## src/rtl/serial_ling_subtractor.sv

```systemverilog
// Multi-precision subtractor: diff = a - b computed one 16-bit limb per clock,
// LSB limb first, on a single 16-bit sparse-2 Ling adder (a + ~b + carry).
// A registered carry links the limbs; borrow/zero/ovf are registered with the
// final limb and held together with diff while out_valid is high.
module serial_ling_subtractor #(
  parameter int WIDTH = 64
) (
  input  logic             clk,
  input  logic             rst,
  input  logic             in_valid,
  output logic             in_ready,
  input  logic [WIDTH-1:0] a,
  input  logic [WIDTH-1:0] b,
  output logic             out_valid,
  input  logic             out_ready,
  output logic [WIDTH-1:0] diff,
  output logic             borrow,
  output logic             zero,
  output logic             ovf
);

  localparam int NLIMB = WIDTH / 16;
  localparam int IDXW  = (NLIMB > 1) ? $clog2(NLIMB) : 1;

  if ((WIDTH % 16) != 0 || WIDTH < 16) begin : g_bad_width
    $error("serial_ling_subtractor: WIDTH must be a positive multiple of 16");
  end

  typedef enum logic [1:0] {IDLE, RUN, DONE} state_t;

  // 16-bit sparse-2 Ling adder. Ling pseudo-carries H are formed only at odd
  // bit positions (H[2j+1] = g[2j+1] | c[2j]); real carries are recovered as
  // c[2j+1] = t[2j+1] & H[2j+1], and the even carries locally from them.
  function automatic logic [16:0] ling16(input logic [15:0] x,
                                         input logic [15:0] y,
                                         input logic        cin);
    logic [15:0] g, t, p, sum;
    logic [16:0] tx;
    logic [7:0]  gpx, pr, h;
    logic [3:0]  g4, p4;
    logic        hin, cprev, ceven;
    g  = x & y;
    t  = x | y;
    p  = x ^ y;
    // t shifted up one place; bit 0 stands for t[-1], taken as 1 so that the
    // incoming carry can be injected as H[-1] = cin.
    tx = {t, 1'b1};
    for (int j = 0; j < 8; j++) begin
      gpx[j] = g[2*j+1] | g[2*j];
      pr[j]  = tx[2*j+1] & tx[2*j];
    end
    for (int k = 0; k < 4; k++) begin
      g4[k] = gpx[2*k+1] | (pr[2*k+1] & gpx[2*k]);
      p4[k] = pr[2*k+1] & pr[2*k];
    end
    hin = cin;
    for (int k = 0; k < 4; k++) begin
      h[2*k]   = gpx[2*k] | (pr[2*k] & hin);
      h[2*k+1] = g4[k]    | (p4[k]   & hin);
      hin      = h[2*k+1];
    end
    cprev = cin;
    for (int j = 0; j < 8; j++) begin
      ceven      = g[2*j] | (t[2*j] & cprev);
      sum[2*j]   = p[2*j] ^ cprev;
      sum[2*j+1] = p[2*j+1] ^ ceven;
      cprev      = t[2*j+1] & h[j];
    end
    return {cprev, sum};
  endfunction

  state_t            state, state_nx;
  logic [WIDTH-1:0]  a_q, b_q;
  logic [IDXW-1:0]   idx;
  logic              carry;
  logic              zacc;
  logic [15:0]       a_limb, b_limb, s;
  logic              c16;
  logic              last;

  assign a_limb       = a_q[16*idx +: 16];
  assign b_limb       = b_q[16*idx +: 16];
  assign {c16, s}     = ling16(a_limb, ~b_limb, carry);
  assign last         = (idx == IDXW'(NLIMB - 1));

  // State register.
  // NOTE: sequential state uses non-blocking (<=) so every flop samples pre-edge values.
  always_ff @(posedge clk) begin
    if (rst) state <= IDLE;
    else     state <= state_nx;
  end

  // Next-state logic.
  // NOTE: state_nx gets a default before the case so no latch is inferred.
  always_comb begin
    state_nx = state;
    case (state)
      IDLE:    if (in_valid && in_ready) state_nx = RUN;
      RUN:     if (last)                 state_nx = DONE;
      DONE:    if (out_ready)            state_nx = IDLE;
      default:                           state_nx = IDLE;
    endcase
  end

  // Handshake outputs decoded from state.
  always_comb begin
    in_ready  = (state == IDLE);
    out_valid = (state == DONE);
  end

  // Operand latch, limb datapath and result flags.
  // NOTE: a_q/b_q are not reset; they are always reloaded before being read.
  always_ff @(posedge clk) begin
    if (rst) begin
      idx    <= '0;
      carry  <= 1'b1;
      zacc   <= 1'b1;
      diff   <= '0;
      borrow <= 1'b0;
      zero   <= 1'b0;
      ovf    <= 1'b0;
    end else begin
      case (state)
        IDLE: begin
          if (in_valid && in_ready) begin
            a_q   <= a;
            b_q   <= b;
            idx   <= '0;
            carry <= 1'b1;
            zacc  <= 1'b1;
          end
        end
        RUN: begin
          diff[16*idx +: 16] <= s;
          carry              <= c16;
          zacc               <= zacc & (s == 16'h0000);
          idx                <= idx + 1'b1;
          if (last) begin
            idx    <= '0;
            borrow <= ~c16;
            zero   <= zacc & (s == 16'h0000);
            // Operands of differing sign and a result whose sign differs from a.
            ovf    <= (a_q[WIDTH-1] ^ b_q[WIDTH-1]) & (s[15] ^ a_q[WIDTH-1]);
          end
        end
        default: ;
      endcase
    end
  end

endmodule
```

## config.mk

```make
export PLATFORM = sky130hd
export DESIGN_NAME = serial_ling_subtractor
export DESIGN_NICKNAME = d
export VERILOG_FILES = /design/src/rtl/serial_ling_subtractor.sv
export SDC_FILE = /design/constraint.sdc
export NUM_CORES = 1
export LEC_CHECK = 0
export ABC_CLOCK_PERIOD_IN_PS = 12300
export BUFFER_PORTS_ARGS = -buffer_cell sky130_fd_sc_hd__clkbuf_2
export CAP_MARGIN = 20
export CELL_PAD_IN_SITES_DETAIL_PLACEMENT = 0
export CELL_PAD_IN_SITES_GLOBAL_PLACEMENT = 1
export CORE_MARGIN = 2
export CORE_UTILIZATION = 35
export DETAILED_ROUTE_END_ITERATION = 7
export PLACE_DENSITY = 0.68
export SYNTH_ARGS = -nofsm -noshare
export SYNTH_HDL_FRONTEND = slang
export SYNTH_SLANG_ARGS = --single-unit
```

## constraint.sdc

```tcl
create_clock -name clk -period 12.3 [get_ports clk]
set_input_delay 2.46 -clock clk [delete_from_list [all_inputs] [get_ports clk]]
set_output_delay 2.46 -clock clk [all_outputs]
set_load 0.03 [all_outputs]
```

### Word level (Yosys, flattened, before mapping)

Cells that the tools add are included.

| operators by class | value |
|---|---|
| add/subtract/negate cells | 2 |
| equal/unequal tests | 6 |
| shifts and indexed selects | 4 |
| mux-type cells | 11 |
| bitwise operators | 92 |
| reductions and logical operators | 8 |

Operators by type and width:

| operator | number |
|---|---|
| $shiftx A64 B7 Y16 | 2 |
| $bwmux W64 | 1 |
| $shift A16 B34 Y64 const A | 1 |
| $shiftx A16 B34 Y64 | 1 |
| $and A1 B1 Y1 | 40 |
| $neg A6 Y34 | 1 |
| $or A1 B1 Y1 | 28 |
| $xor A1 B1 Y1 | 18 |
| $and A16 B16 Y16 | 1 |
| $logic_not A16 Y1 | 1 |
| $not A16 Y16 | 1 |
| $or A16 B16 Y16 | 1 |
| $xor A16 B16 Y16 | 1 |
| $mux W2 | 5 |
| $pmux W2 S3 | 1 |
| $reduce_and A3 Y1 | 2 |
| $eq A2 B2 Y1 const B | 2 |
| $ne A2 B1 Y1 const B | 2 |
| $pmux W1 S2 | 2 |
| $pmux W2 S2 | 1 |
| $reduce_and A2 Y1 | 2 |
| $add A2 B1 Y2 const B | 1 |
| $eq A2 B1 Y1 const B | 1 |
| $logic_not A2 Y1 | 1 |
| 5 further kinds | 6 |

| storage, ports and cells | value |
|---|---|
| bits in registers | 201 |
| input bits | 132 |
| output and inout bits | 69 |
| logic and storage cells | 133 |

### Logic depth before layout (Yosys ltp)

Gate-level depths: netlist (run 1).

| depth | value |
|---|---|
| depth in word-level cells | 20 |
| mapped depth | 16 |
| depth with buffers taken out | 14 |

### Least setup slack after synthesis (run 1)

Ideal clock, no wire load.

| path | value |
|---|---|
| kind | input to register |
| from | input port rst |
| to | register a_q[0] (enable) |
| library setup time | 0.772 ns |
| data arrival time | 11.405 ns |
| required time | 11.528 ns |
| path slack | 0.124 ns |
| stages | 2 |
| path buffers | 1 |
| cell sequence | clkbuf_1 -> nor3_1 |

| between the ends | value |
|---|---|
| cells in the longest elaborated chain, start to end | 2 |

RTL lines:

| element | RTL line | text |
|---|---|---|
| start: declaration | 9 | `input logic rst,` |
| $not A1 Y1 (no line) | - |  |
| $reduce_and A3 Y1 (no line) | - |  |
| end signal: assignment | 126 | `a_q <= a;` |
| end: declaration | 73 | `logic [WIDTH-1:0] a_q, b_q;` |

No other way between the ends.
A chain may end at the register's enable or synchronous reset.

### Final worst setup path (run 1)

| path | value |
|---|---|
| from | register idx[0] |
| to | register zero |

| between the ends | value |
|---|---|
| cells in the longest elaborated chain, start to end | 19 |
| elaborated cells between the ends (all ways) | 84 |
| classes of those cells | eq/ne: 1; shift: 2; bitwise: 79; reduce/logical: 2 |

RTL lines:

| element | RTL line | text |
|---|---|---|
| start: declaration | 74 | `logic [IDXW-1:0] idx;` |
| start signal: assignment | 137 | `idx <= idx + 1'b1;` |
| $shiftx A64 B7 Y16 | 82 | `assign b_limb = b_q[16*idx +: 16];` |
| $not A16 Y16 | 83 | `assign {c16, s} = ling16(a_limb, ~b_limb, carry);` |
| $or A16 B16 Y16 / $and A16 B16 Y16 (equally long branches) | 43, 42 |  |
| $and A1 B1 Y1 / $or A1 B1 Y1 (equally long branches) | 50, 49 |  |
| $and A1 B1 Y1, on equally long branches | 53, 54 |  |
| $or A1 B1 Y1 / $and A1 B1 Y1 (equally long branches) | 53, 59 |  |
| $or A1 B1 Y1 | 59 | `h[2*k+1] = g4[k] \| (p4[k] & hin);` |
| $and A1 B1 Y1 | 59 |  |
| (+3 left out) | - |  |
| $and A1 B1 Y1 | 58 | `h[2*k] = gpx[2*k] \| (pr[2*k] & hin);` |
| $or A1 B1 Y1 | 58 |  |
| $and A1 B1 Y1 | 67 | `cprev = t[2*j+1] & h[j];` |
| $and A1 B1 Y1 | 64 | `ceven = g[2*j] \| (t[2*j] & cprev);` |
| $or A1 B1 Y1 | 64 |  |
| $xor A1 B1 Y1 | 66 | `sum[2*j+1] = p[2*j+1] ^ ceven;` |
| $logic_not A16 Y1 | 141 | `zero <= zacc & (s == 16'h0000);` |
| $and A1 B1 Y1 | 141 |  |
| end signal: assignment | 141 |  |
| end: declaration | 18 | `output logic zero,` |

Several ways; a longest one is shown, not always the timed one.

==> run_results.csv, run 1 <==
group,metric,value,unit
outcome,status,"finished clean",
sta,finalSetupTns,0,ns
pwr,irDropWorstVdd,0.0001237,V
layout,antenna_cells,0,
worst_setup_path,crit_chain,"buf_4 > mux4_2 > ha_1 > nand2b_1 > a211oi_1 > o31ai_1 > o31a_1 > o31ai_1 > fa_1 > nor4_1 > nand3_1 > nor4_1 > nand3_1 > o31ai_1",
worst_setup_path,startpoint,"idx[0]",
pwr,p_leak,4.125,nW
drt,wirelength,19.70,mm
yosys,synth_area_leaders,"edfxtp_1 46%, dfxtp_1 18%, mux4_2 8.7%",
worst_setup_path,arrival,5.37,ns
global_routing,grt_max_degree,88,
worst_setup_path,reg2reg_to,"zero",
drt,dr.pass1.iters,4,
yosys,syn_inst,563,
sta,setup_viol,0,
yosys,yosys_warnings,0,
cts,clockBufferDepth,3,
yosys,synth_fp_nets,741,
layout,fin_util,0.4412,
worst_setup_path,reg2reg_depth,14,
worst_setup_path,cp-end-kind,"flop",
cts,root_buffer,"clkbuf_16",
floorplanning,io_pins,201,
worst_setup_path,worstPathRequired,12.72,ns
yosys,synth-edff-count,128,
drt,drtIter0Drc,285,
yosys,ys_ff_latch,201,
pwr,power_density,154.0,mW/mm²
cts,postCtsSetupRepairBufs,0,
cts,cts_tree,"built",
worst_setup_path,cp_max_fo,24,
worst_setup_path,r2r-start,"idx[0]",
yosys,synth_top_area_share,0.4642,
pwr,switching_power,0.3961,mW
sta,min_period,4.950,ns
pwr,swShare,0.2498,
yosys,async_flop_share,0,
sta,max_freq,202.0,MHz
drt,via_count,5258,
cts,numCtsBuffers,22,
worst_setup_path,critPathMaxStageDelay,0.68,ns
worst_setup_path,crit_top_cell,"o31ai_1",
pwr,p_int,1.190,mW
cts,clkLatencyLatePin,0.50,ns
worst_setup_path,endpoint,"zero",
drt,wl_per_cell,17.90,µm
hold_path,holdCritStartpoint,"zero",
floorplanning,num_rows,56,
layout,drive_above_1_share,0.3619,
pwr,p_clk_frac,0.398,
sta,grt_setup_unrepaired,"no",
floorplanning,dieArea,0.02490,mm²
worst_setup_path,r2r_setup_slack,7.35,ns
pwr,p_seq_frac,0.478,
global_routing,grtUsageTotal,0.1590,
yosys,synth_ff_type,"edfxtp_1",
cts,hold_buffers,0,
yosys,syn_area,0.008280,mm²
worst_setup_path,crit_type,"reg2reg",
worst_setup_path,slowest_stage,"dfxtp_2",
layout,nNetsFinal,944,
floorplanning,initial_core_util,0.3549,
floorplanning,die-height,157.8,µm
job,cap_violations,0,
pwr,power,1.586,mW
global_routing,grt_overflow,0,
cts,cts_resized,0,
layout,area_growth,24.31,%
global_routing,grt_pass1_wl,30.26,mm
worst_setup_path,cp-start-kind,"flop",
floorplanning,fp.dieW,157.8,µm
sta,tightest_slew,1.069,ns
sta,skew,0.01380,ns
cts,cts_sinks,201,
cts,cts.reportedPaths.clkPinSlew,0.06,ns
placement,hpwl,14.36,mm
sta,timing.final.hold_violations,0,
yosys,avgSynthCellArea,14.71,µm²
drt,route.detailed.drc,0,
global_routing,antenna_found_initial,0,
placement,gp_congestion,0.7599,
drt,final_antenna_net_count,0,
yosys,netlist-cell-type-count,41,
yosys,yosysTopAreaCell,"edfxtp_1",
hold_path,hold_class,"reg2reg",
sta,final_max_slew_viol_count,0,
drt,via_per_inst,4.776,
yosys,seq_area_frac_synth,0.6407,
global_routing,first_global_vias,5545,
sta,relSlewSlack,0.2873,
placement,numPortBuffers,200,
pwr,power.share.combinational,0.124,
sta,min_period_over_period,0.4024,
cts,cts_htree_levels,1,
floorplanning,core_area,0.02333,mm²
-- worst min path at each step --
stage | cells after the start | end | slack (ns)
2_1_floorplan | 2 | zacc | 0.47
3_3_place_gp | 2 | zero | 0.49
3_5_place_dp | 2 | zero | 0.48
4_1_cts | 2 | zero | 0.49
5_1_grt | 2 | zero | 0.52
6_report | 2 | zero | 0.49
-- routing by layer --
metal	GRT usage	vias up	routed length [µm]
met5	0	-	0
met4	0.04632	0	487
met3	0.02956	36	1100
met2	0.2689	172	9631
met1	0.2089	2556	8485
li1	-	2494	-
-- registers in the layout, indices dropped and copies added (netlist names) --
signal	count
zero	1
idx	2
zacc	1
diff	64
state	2
a_q	64
b_q	64
borrow	1
carry	1
ovf	1
-- cell usage in the layout, fill, tap and decap left out, types with 4 or more instances in the layout --
| master | n |
|---|---|
| dfxtp_1 | 71 |
| inv_1 | 41 |
| nand2b_1 | 6 |
| mux4_2 | 32 |
| buf_4 | 4 |
| edfxtp_1 | 128 |
| ha_1 | 38 |
| a21oi_1 | 5 |
| clkbuf_16 | 24 |
| nand2_1 | 4 |
| xor2_1 | 5 |
| a22oi_1 | 65 |
| o21ai_0 | 4 |
| clkbuf_2 | 201 |
| clkinv_1 | 5 |
| nor2_1 | 79 |
| o31ai_1 | 5 |
| fa_1 | 8 |
| nand3b_1 | 4 |
| nor4_1 | 5 |
-- cell usage after synthesis (all sizes together), types with 3 or more instances --
master and instances:
a211oi 3, a21oi 5, a22oi 65, buf 9
clkbuf 16, dfxtp 73, edfxtp 128, fa 8
ha 38, inv 41, mux4 32, nand2 8
nand2b 6, nand3b 4, nor2 79, nor3 5
nor4 6, o21ai 4, o31a 3, o31ai 5
xnor2 3, xor2 5
-- cells by family after synthesis --
logic type / share of synthesized area
buffers and inverters: 0.03339
adders and majority gates: 0.07676
DFF: 0.6407
muxes: 0.08704
and+or+nand+nor: 0.07147
AOI/OAI and AO/OA: 0.08220
xor gates and xnor gates: 0.008462
-- through the flow --
step           setup slack [ns]  instance area [µm²]  hold WS [ns]  instances
4_1_cts                   7.305                10290        0.4934       1101
5_1_grt                   6.920                10290        0.5200       1101
2_1_floorplan            0.1235                 8280        0.4726        563
3_5_place_dp              7.296                 9595        0.4809       1061
3_3_place_gp              7.421                 9595        0.4910       1061
6_report                  7.350                10290        0.4894       1101
-- layout make-up --
type                    count  area, µm²
clock buffers              31      658.1
clock inverters             9      40.04
fillers                  2129      13040
inverters                  41      153.9
multi-input cells         296       2704
flip-flops and latches    201       5308
well taps                 319      399.1
repair buffers            204       1031
-- critical path, delay by kind of cell (launching register included) --
family,cells,cell delay (ns)
buf+inv,1,0.51
simple gates,5,0.94
mux,1,0.62
compound gates,5,1.36
flops,1,0.68
fa+ha+maj,2,0.74
-- power groups by stage --
stage	Sequential [mW]	Combinational, mW	Clock, mW
after floorplan	0.781	0.117	0
after global placement	0.771	0.195	0
after detailed placement	0.772	0.199	0
after CTS	0.758	0.200	0.646
after global routing	0.760	0.217	0.675
final	0.758	0.197	0.631
Power figures use the tool's default switching activity.
==> run 2: changes to the inputs <==
Settings changed: ABC_CLOCK_PERIOD_IN_PS 12300 to 4200.
Clock period 12.3 ns to 4.2 ns, I/O delays scaled along.
==> run_results.csv, run 2 (synthesis gave the netlist of run 1 again) <==
group,metric,value,unit
layout,largest_registers,"a_q (64), b_q (64), diff (64)",
hold_path,holdCritStartpoint,"a[1]",
layout,final_area,0.01052,mm²
hold_path,hold_class,"in2reg",
cts,clkLatencyLatePin,0.51,ns
worst_setup_path,cp-start-kind,"flop",
sta,min_period,3.870,ns
worst_setup_path,crit_chain,"buf_12 > mux4_2 > ha_1 > or2_2 > nor4_4 > inv_1 > o31a_1 > o31ai_2 > fa_1 > nor4_1 > nand3_1 > nor4_1 > nand3_1 > o31ai_1",
global_routing,grt_overflow,0,
cts,cts_tree,"built",
worst_setup_path,r2r_setup_slack,0.33,ns
job,cap_violations,0,
sta,min_period_over_period,0.9215,
drt,route.detailed.drc,0,
layout,fill_cells,2111,
layout,register_area,0.005308,mm²
worst_setup_path,arrival,4.30,ns
layout,layout.cells.non_filler,1120,
layout,fin_util,0.4510,
global_routing,grt_max_degree,76,
cts,cts_sinks,201,
sta,timing.final.hold_violations,0,
sta,final_max_slew_viol_count,0,
layout,antenna_cells,0,
worst_setup_path,cp_top_family,"simple AND/OR/NAND/NOR gates",
layout,nNetsFinal,967,
pwr,power,4.625,mW
cts,cts.reportedPaths.clkPinSlew,0.06,ns
layout,multi_input_area,0.002748,mm²
worst_setup_path,critPathMaxStageDelay,0.53,ns
sta,skew,0.01324,ns
worst_setup_path,worstPathRequired,4.63,ns
sta,fin_ws,0.3297,ns
floorplanning,initial_core_util,0.3549,
floorplanning,io_pins,201,
hold_path,hold_path_depth,1,
pwr,power_density,439.5,mW/mm²
drt,wirelength,20.40,mm
placement,gp_congestion,0.7963,
worst_setup_path,slowest_stage,"mux4_2",
sta,tightest_slew,1.026,ns
drt,via_per_inst,4.896,
layout,drive_above_1_share,0.3820,
sta,setup_viol,0,
drt,final_antenna_net_count,0,
cts,numCtsBuffers,22,
worst_setup_path,cp-end-kind,"flop",
drt,via_count,5484,
global_routing,grt_pass1_wl,30.95,mm
sta,finalSetupTns,0,ns
hold_path,hold_path_end,"a_q[1]",
cts,cts_htree_levels,1,
sta,relSlewSlack,0.3128,
layout,final_common_cell,"clkbuf_2",
sta,fin_hold_ws,0.5021,ns
floorplanning,num_rows,56,
worst_setup_path,crit_type,"reg2reg",
cts,clockBufferDepth,3,
drt,drtIter0Drc,330,
worst_setup_path,reg2reg_depth,14,
cts,hold_buffers,0,
drt,dr.pass1.iters,4,
worst_setup_path,reg2reg_to,"zero",
layout,most-common-layout-cells,"200 x clkbuf_2, 128 x edfxtp_1, 79 x nor2_1",
floorplanning,die-height,157.8,µm
cts,root_buffer,"clkbuf_16",
floorplanning,core_area,0.02333,mm²
placement,numPortBuffers,200,
placement,dp.cells,1079,
sta,max_freq,258.4,MHz
worst_setup_path,r2r-start,"idx[0]",
placement,dp_slack,0.1138,ns
worst_setup_path,cp_max_fo,12,
global_routing,grtUsageTotal,0.1633,
floorplanning,fp.dieW,157.8,µm
pwr,p_leak,4.240,nW
floorplanning,dieArea,0.02490,mm²
placement,hpwl,15.23,mm
outcome,status,"finished clean",
sta,grt_setup_unrepaired,"no",
placement,place_area,0.009769,mm²
worst_setup_path,path_buf_inv,2,
pwr,irDropWorstVdd,0.0002320,V
global_routing,first_global_vias,5594,
global_routing,antenna_found_initial,0,
layout,area_growth,27.08,%
drt,wl_per_cell,18.21,µm
## run 2: changes by cell type in the layout (fill, tap and decap cells not counted), moves of 2 or more
cell / delta
buf_12: +3
buf_4: +19
clkbuf_16: -2
clkbuf_8: -3
o31ai_1: -2
o31ai_2: +2
## run 2: worst max-delay path by stage
stage	cells past startpoint	startpoint	endpoint	slack, ns
finish	14	idx[0]	zero	0.33
global route	14	idx[0]	zero	0.04
CTS	14	idx[0]	zero	0.1
detailed placement	14	idx[0]	zero	0.11
global placement	14	idx[0]	zero	0.13
floorplan	2	rst	a_q[0]	-0.24
## run 2: routing by layer
metal	up-vias	part of all wire	global-route usage
li1	2546	-	-
met1	2710	0.42	0.2127
met2	193	0.50	0.2768
met3	35	0.055	0.02710
met4	0	0.029	0.05628
met5	-	0	0
## run 2: report_power, final
part / internal [mW] / total [mW] / switching (mW) / leakage, nW
sequential: 2.18 / 2.21 / 0.0298 / 1.78
combinational: 0.259 / 0.644 / 0.385 / 2.14
clock: 1.02 / 1.77 / 0.748 / 0.317
total: 3.46 / 4.62 / 1.16 / 4.24
## run 2: area by class of cell
class                           instances  area share
Clock buffer                           26     0.05375
Inverter                               41     0.01463
Clock inverter                         10    0.008323
Multi-Input combinational cell        296      0.2611
Timing Repair Buffer                  227      0.1199
Sequential cell                       201      0.5044
Tap cell                              319     0.03793
## run 2: worst reg2reg max path, delay by kind of cell, from the launching register on
family,cells,cell delay (ns)
adder cells (fa/ha/maj),2,0.67
buffers and inverters,2,0.24
AND/OR/NAND/NOR,6,1.22
AO/OA/AOI/OAI,3,0.72
flip-flops,1,0.41
multiplexers,1,0.53
## run 2: timing repair
item / 4_1_cts / 5_1_grt
endpoints found under the setup margin: 0 / 2
buffers inserted: 0 / 4
gates resized for setup: 0 / 6
hold endpoints to repair: 0 / 0
==> run 3: changes to the inputs <==
Settings changed: PLACE_DENSITY 0.68 to 0.78, SLEW_MARGIN set to 20.
==> run_results.csv, run 3 (synthesis gave the netlist of run 1 again) <==
group,metric,value,unit
layout,most-common-layout-cells,"200 x clkbuf_2, 128 x edfxtp_1, 79 x nor2_1",
worst_setup_path,reg2reg_depth,15,
worst_setup_path,crit_type,"reg2reg",
cts,numCtsBuffers,22,
cts,clkLatencyLatePin,0.50,ns
pwr,power,4.618,mW
sta,min_period_over_period,0.9118,
hold_path,holdCritStartpoint,"zero",
sta,skew,0.009636,ns
floorplanning,core_area,0.02333,mm²
layout,final_common_cell,"clkbuf_2",
drt,route.detailed.drc,0,
cts,clockBufferDepth,3,
floorplanning,die-height,157.8,µm
sta,fin_hold_ws,0.4984,ns
floorplanning,initial_core_util,0.3549,
sta,final_max_slew_viol_count,0,
hold_path,hold_class,"reg2reg",
floorplanning,num_rows,56,
placement,hpwl,14.55,mm
layout,nNetsFinal,973,
sta,finalSetupTns,0,ns
worst_setup_path,crit_top_cell,"buf_4",
drt,via_count,5373,
floorplanning,io_pins,201,
layout,fin_util,0.4510,
sta,timing.final.hold_violations,0,
floorplanning,dieArea,0.02490,mm²
pwr,power_density,438.8,mW/mm²
global_routing,grtUsageTotal,0.1543,
global_routing,first_global_vias,5356,
layout,final_area,0.01052,mm²
cts,hold_buffers,0,
sta,grt_setup_unrepaired,"no",
layout,register_area,0.005310,mm²
worst_setup_path,arrival,4.24,ns
worst_setup_path,critPathMaxStageDelay,0.52,ns
placement,numPortBuffers,200,
sta,max_freq,261.1,MHz
pwr,irDropWorstVdd,0.0003267,V
worst_setup_path,slowest_stage,"mux4_2",
drt,via_per_inst,4.755,
placement,place_area,0.009804,mm²
sta,setup_viol,0,
global_routing,grt_max_degree,76,
worst_setup_path,crit_chain,"buf_4 > mux4_2 > ha_1 > nor2_1 > a211oi_2 > o31ai_2 > buf_4 > nor2_1 > o41a_1 > fa_1 > xor2_1 > nor4_1 > buf_4 > nand3_1 > o31ai_1",
layout,area_growth,27.09,%
worst_setup_path,cp-start-kind,"flop",
cts,cts_sinks,201,
layout,largest_registers,"a_q (64), b_q (64), diff (64)",
pwr,p_leak,4.249,nW
sta,tightest_slew,1.011,ns
sta,relSlewSlack,0.3237,
floorplanning,fp.dieW,157.8,µm
drt,final_antenna_net_count,0,
drt,dr.pass1.iters,4,
worst_setup_path,worstPathRequired,4.61,ns
outcome,status,"finished clean",
global_routing,antenna_found_initial,0,
hold_path,hold_path_depth,2,
cts,cts.reportedPaths.clkPinSlew,0.06,ns
drt,drtIter0Drc,272,
placement,gp_congestion,0.7980,
drt,wl_per_cell,17.14,µm
drt,wirelength,19.37,mm
cts,cts_tree,"built",
global_routing,grt_overflow,0,
job,cap_violations,0,
layout,antenna_cells,0,
cts,cts_htree_levels,1,
layout,multi_input_area,0.002749,mm²
worst_setup_path,cp_max_fo,9,
sta,min_period,3.830,ns
hold_path,hold_path_end,"zero",
cts,root_buffer,"clkbuf_16",
worst_setup_path,r2r-start,"idx[0]",
layout,drive_above_1_share,0.3921,
worst_setup_path,cp-end-kind,"flop",
worst_setup_path,reg2reg_to,"zero",
global_routing,grt_pass1_wl,29.36,mm
worst_setup_path,r2r_setup_slack,0.37,ns
layout,fill_cells,2121,
[run 3: repair_timing]
action | in CTS | in global routing
resized for setup | 0 | 9
setup endpoints to repair | 0 | 2
endpoints found under the hold margin | 0 | 0
setup buffers | 0 | 3
[run 3: worst max-delay path, delay by kind of cell (launching register included)]
kind                       cells  cell delay [ns]
DFF                            1             0.42
AOI/OAI and AO/OA              4             0.93
and+or+nand+nor                4             0.60
adders and majority gates      2             0.60
muxes                          1             0.52
buffers and inverters          3             0.49
xor gates and xnor gates       1             0.18
[run 3: worst max-delay path by stage]
stage,from,cells after the start,slack [ns],endpoint
3_3_place_gp,idx[0],13,0.14,zero
5_1_grt,idx[0],15,0.006,zero
3_5_place_dp,idx[0],14,0.10,zero
6_report,idx[0],15,0.37,zero
4_1_cts,idx[0],14,0.07,zero
2_1_floorplan,rst,2,-0.24,a_q[0]
[run 3: area by class of cell]
class                   instances  area share
well taps                     319     0.03793
clock buffers                  27     0.05612
clock inverters                13    0.006539
multi-input cells             296      0.2612
inverters                      41     0.01462
flip-flops and latches        201      0.5046
repair buffers                233      0.1190
[run 3: power by group]
part / internal, mW / switching [mW]
clock: 0.999 / 0.753
combinational: 0.267 / 0.387
sequential: 2.18 / 0.0289
total: 3.45 / 1.17
[run 3: metal layers]
metal  vias to the layer above  wire, µm  global-route usage
met5                         -         0                   0
met4                         0       569             0.05584
met3                        38      1254             0.02874
met2                       192      9132              0.2474
met1                      2588      8414              0.2098
li1                       2555         -                   -
[run 3: through the flow]
stage | std cells | setup slack [ns]
floorplan | 563 | -0.2383
global placement | 1087 | 0.1432
detailed placement | 1087 | 0.1018
CTS | 1127 | 0.07226
global route | 1130 | 0.005751
finish | 1130 | 0.3702
